$ cat config.mk
export PLATFORM = sky130hd
export DESIGN_NAME = mem_arbiter
export DESIGN_NICKNAME = d
export VERILOG_FILES = /design/src/rtl/cpu_types_pkg.sv /design/src/rtl/mem_arbiter_dstreak.sv /design/src/rtl/mem_arbiter.sv
export SDC_FILE = /design/constraint.sdc
export NUM_CORES = 1
export LEC_CHECK = 0
export BUFFER_PORTS_ARGS = -buffer_cell sky130_fd_sc_hd__buf_2
export CAP_MARGIN = 20
export CORE_AREA = 2 2 104 106
export CTS_BUF_LIST = sky130_fd_sc_hd__clkbuf_4
export CTS_CLUSTER_SIZE = 20
export DETAILED_ROUTE_END_ITERATION = 10
export DIE_AREA = 0 0 106 108
export MAX_ROUTING_LAYER = met4
export PLACE_DENSITY = 0.67
export SYNTH_ARGS = -nofsm -noshare
export SYNTH_HDL_FRONTEND = slang
export SYNTH_SLANG_ARGS = --single-unit
export TNS_END_PERCENT = 100
$ cat constraint.sdc
create_clock -name CLK -period 3.5 [get_ports CLK]
set_clock_uncertainty 0.15 [all_clocks]
set_input_delay 0.7 -clock CLK [delete_from_list [all_inputs] [get_ports CLK]]
set_output_delay 0.7 -clock CLK [all_outputs]
set_load 0.01 [all_outputs]
$ cat src/rtl/cpu_types_pkg.sv
// Shared CPU types: RAM handshake states, machine word, and memory arbiter FSM states.
package cpu_types_pkg;

    typedef logic [31:0] word_t;

    typedef enum logic [1:0] {
        FREE   = 2'b00,
        BUSY   = 2'b01,
        ACCESS = 2'b10,
        ERROR  = 2'b11
    } ramstate_t;

    typedef enum logic [1:0] {
        IDLE    = 2'b00,
        SERVE_I = 2'b01,
        SERVE_D = 2'b10
    } arb_state_t;

endpackage

$ cat src/rtl/mem_arbiter_dstreak.sv
// Saturating count of consecutive data grants taken while an instruction fetch waits.
// Only compiled when ARB_FAIR_EN is defined.
`ifdef ARB_FAIR_EN
module dstreak_counter #(
    parameter int MAX_DSTREAK = 4
) (
    input  logic CLK,
    input  logic nRST,
    input  logic inc_i,
    input  logic clr_i,
    output logic at_max_o
);
    localparam int W = $clog2(MAX_DSTREAK + 1);

    logic [W-1:0] cnt_q, cnt_d;

    assign at_max_o = (cnt_q == W'(MAX_DSTREAK));

    always_comb begin
        cnt_d = cnt_q;
        if (clr_i) begin
            cnt_d = '0;
        end else if (inc_i && !at_max_o) begin
            cnt_d = cnt_q + W'(1);
        end
    end

    always_ff @(posedge CLK or negedge nRST) begin
        if (!nRST) begin
            cnt_q <= '0;
        end else begin
            cnt_q <= cnt_d;
        end
    end

endmodule
`endif

$ cat src/rtl/mem_arbiter.sv
// Arbitrates the unified RAM between instruction fetch and data ports (data first).
// Define ARB_FAIR_EN to force an instruction grant after MAX_DSTREAK data grants.
module mem_arbiter
    import cpu_types_pkg::*;
#(
    parameter int MAX_DSTREAK = 4
) (
    input  logic      CLK,
    input  logic      nRST,
    input  logic      iREN,
    input  word_t     iaddr,
    output logic      iwait,
    output word_t     iload,
    input  logic      dREN,
    input  logic      dWEN,
    input  word_t     daddr,
    input  word_t     dstore,
    output logic      dwait,
    output word_t     dload,
    output logic      ramREN,
    output logic      ramWEN,
    output word_t     ramaddr,
    output word_t     ramstore,
    input  word_t     ramload,
    input  ramstate_t ramstate
);

    if (MAX_DSTREAK < 1) begin : g_bad_param
        $error("MAX_DSTREAK must be at least 1");
    end

    arb_state_t state_q, state_d;
    logic       ren_q, ren_d, wen_q, wen_d;
    word_t      addr_q, addr_d, store_q, store_d;
    logic       d_req, i_done, d_done, force_i;

    assign d_req  = dREN | dWEN;
    // A withdrawn request never completes, even if the RAM says ACCESS that cycle.
    assign i_done = (state_q == SERVE_I) && (ramstate == ACCESS) && iREN;
    assign d_done = (state_q == SERVE_D) && (ramstate == ACCESS) && d_req;

`ifdef ARB_FAIR_EN
    logic at_max;

    dstreak_counter #(.MAX_DSTREAK(MAX_DSTREAK)) u_dstreak (
        .CLK      (CLK),
        .nRST     (nRST),
        .inc_i    (d_done && iREN),
        .clr_i    (i_done || !iREN),
        .at_max_o (at_max)
    );

    assign force_i = at_max && iREN;
`else
    assign force_i = 1'b0;
`endif

    always_comb begin
        state_d = state_q;
        case (state_q)
            IDLE: begin
                if (d_req && !force_i) state_d = SERVE_D;
                else if (iREN)         state_d = SERVE_I;
            end
            SERVE_I: if (!iREN || i_done) state_d = IDLE;
            SERVE_D: if (!d_req || d_done) state_d = IDLE;
            default: state_d = IDLE;
        endcase
    end

    // Bus outputs are registered against the state being entered, so they
    // appear the cycle after arbitration and drop the cycle after completion.
    always_comb begin
        ren_d   = 1'b0;
        wen_d   = 1'b0;
        addr_d  = '0;
        store_d = '0;
        case (state_d)
            SERVE_I: begin
                ren_d  = 1'b1;
                addr_d = iaddr;
            end
            SERVE_D: begin
                ren_d   = dREN & ~dWEN;
                wen_d   = dWEN;
                addr_d  = daddr;
                store_d = dstore;
            end
            default: ;
        endcase
    end

    always_ff @(posedge CLK or negedge nRST) begin
        if (!nRST) begin
            state_q <= IDLE;
            ren_q   <= 1'b0;
            wen_q   <= 1'b0;
            addr_q  <= '0;
            store_q <= '0;
        end else begin
            state_q <= state_d;
            ren_q   <= ren_d;
            wen_q   <= wen_d;
            addr_q  <= addr_d;
            store_q <= store_d;
        end
    end

    assign ramREN   = ren_q;
    assign ramWEN   = wen_q;
    assign ramaddr  = addr_q;
    assign ramstore = store_q;
    assign iwait    = ~i_done;
    assign dwait    = ~d_done;
    assign iload    = ramload;
    assign dload    = ramload;

endmodule

==> out/qor.yml <==
grt:
  grt_usage_pct: 15.2
  grt_pass1_wl_um: 12400
  grt_overflow_total: 0
  grt_pass1_vias: 2270
  antenna_found_initial: 0
  grt_max_degree: 46
finish:
  area_growth_pct: 18.0
  drive_above_1_share_pct: 65.9
  final_util_pct: 37.1
  fin_nets: 507
  n_antenna_cell: 0
  nFillCells: 1025
drt:
  num_vias: 2177
  first_iter_violations: 87
  avgViaCountPerCell: 4.26
  finalWirelength_um: 8580
  antenna_left: 0
  drtPass1Iterations: 4
  remaining_drc_errors: 0
  wire_per_inst_um: 16.8
worst_setup_path:
  crit_required_ps: 3680
  rr_startpoint: "state_q[0]$_DFF_PN0_"
  r2r_end: "ramaddr[29]$_DFF_PN0_"
  regToRegSetupSlack_ps: 1380
  critPathArrivalTime_ps: 2450
  critPathLaunchType: "input port"
  critPathKind: "in -> reg"
  reg2reg_depth: 6
  crit_path_end_kind: "register"
  worst-path-max-fanout: 36
sta:
  tightest_slew_ps: 593
  fmax_mhz: 442
  setup-tns-final_ps: 0
  fin_crit_ps: 2260
  slew_violations: 0
  setup_violations: 0
  relSlewSlack_pct: 60.5
  rsz0062_at_grt: "no"
  hold_violations: 0
  finalCritPeriodShare_pct: 64.6
synthesis:
  synth_seq_cells: 68
  yosys_warnings: 0
  avgSynthCellArea_um2: 12.3
  synth_cells: 262
  synth_seq_area_share_pct: 52.9
  synth_area_um2: 3220
  yosysUniqueCellTypes: 21
  syn_nets: 399
floorplanning:
  die_y_um: 108
  die_area_um2: 11400
  io_pins: 267
  initial_core_util_pct: 31.4
  std_cell_rows: 37
  die_w_um: 106
  core_region_area_um2: 10200
power_and_ir_drop:
  pwr-share-clk_pct: 28.4
  ir_worst_vdd_v: 0.000151
  p_switching_mw: 0.477
  powerDensity_nw_per_um2: 448
  p_int_mw: 1.22
  leakage_nw: 2.01
  comb_power_share_pct: 20.3
  switching_share_pct: 28.0
  seqPwrFrac_pct: 51.2
clock_tree:
  numCtsBuffers: 9
  post-cts-setup-buffer-count: 0
  hold_buffers: 0
  cts-root-buf: "clkbuf_4"
  tritoncts: "yes"
  clock_sinks: 68
  cts.repair.resized: 0
  cts_buffer_depth: 2
  clk_pin_slew_ps: 110
  clk_latency_ps: 410
  h-tree-depth: 3
place:
  dpl.hpwl_um: 6830
  port_buffers: 170
  gp_congestion: 0.735
run:
  maxCapViolations: 0
hold_path:
  min-delay-path-class: "in -> async"
outcome:
  status: "finished clean"
[worst max path at each step]
stage                startpoint               endpoint  slack (ps)  depth (start not counted)
finish              ramstate[0]   ramaddr[2]$_DFF_PN0_        1240                          8
global route        ramstate[0]   ramaddr[2]$_DFF_PN0_        1070                          8
global placement    ramstate[0]       ramREN$_DFF_PN0_         870                          8
detailed placement  ramstate[0]   ramaddr[2]$_DFF_PN0_         770                          8
CTS                 ramstate[0]   ramaddr[2]$_DFF_PN0_        1220                          8
floorplan           ramstate[0]  ramaddr[11]$_DFF_PN0_        1380                          7
[stage by stage]
step	power, mW	hold slack (ps)	std cells	area [um2]	worst slack, ps
floorplan	1.15	254	262	3220	1380
global placement	1.23	433	495	3670	872
detailed placement	1.24	448	495	3670	771
CTS	1.73	89.3	511	3800	1220
global route	1.80	94.5	511	3800	1070
finish	1.70	114	511	3800	1240
[power by group through the flow]
stage	Clock, mW	Sequential (mW)	Combinational [mW]
5_1_grt	0.539	0.878	0.382
4_1_cts	0.503	0.873	0.355
3_5_place_dp	0	0.889	0.354
3_3_place_gp	0	0.886	0.346
6_report	0.484	0.872	0.346
2_1_floorplan	0	0.926	0.227
[cell families after synthesis]
family          synth area share [%]
simple gates                    14.1
fa+ha+maj                      0.778
buf+inv                         19.8
flops                           52.9
compound gates                  12.4
[critical path, cell delays in order]
cell and delay, ps:
buf_2 90, and2b_1 260, nor2b_1 90, o21ai_0 180, ha_2 580, buf_12 290, a22oi_1 100, nor2_1 130
[cell type report]
type | instances | area, um2 | area share [%]
clock inverters | 6 | 55.1 | 1.45
flip-flops and latches | 68 | 1700 | 44.8
inverters | 1 | 3.75 | 0.0988
multi-input cells | 114 | 883 | 23.3
repair buffers | 176 | 908 | 23.9
clock buffers | 10 | 75.1 | 1.98
well taps | 136 | 170 | 4.48
[routing by layer]
| metal | share of wire (%) | wire [um] | vias up | track usage, % |
|---|---|---|---|---|
| li1 | - | - | 1001 | - |
| met1 | 34 | 2920 | 1004 | 14.7 |
| met2 | 54 | 4630 | 159 | 27.0 |
| met3 | 10 | 875 | 13 | 5.61 |
| met4 | 1.8 | 157 | 0 | 7.14 |
| met5 | 0 | 0 | - | - |
[cell usage in the layout, fill, tap and decap left out, types with 4 or more instances in the layout]
master	n
buf_4	5
nor2_2	27
nor2_1	8
a22oi_1	4
buf_2	170
clkbuf_4	10
dfrtp_1	68
and2_1	34
a22oi_2	28
[flip-flops by register name, summed over array words and instances (netlist names)]
register and count:
ramREN 1, ramWEN 1, ramaddr 32, ramstore 32
state_q 2
[cells in the mapped netlist]
master   instances  area share, %
nor2_2          27            5.3
nor2_1           8           0.93
nand3_1          2           0.31
dfrtp_1         68             53
a22oi_2         28             11
a22oi_1          4           0.93
nor3_1           1           0.16
and2_1          34            6.6
and2b_1          1           0.23
o21ai_0          1           0.16
nand2_1          2           0.23
ha_1             2           0.78
inv_1            1           0.12
buf_2            6           0.93
buf_8            1           0.47
a31oi_1          1           0.19
o21a_1           1           0.23
buf_6            6            2.1
nor2b_1          2           0.39
buf_12           2            1.2
buf_4           64             15
Note: power is estimated with default switching activity, not from simulation.
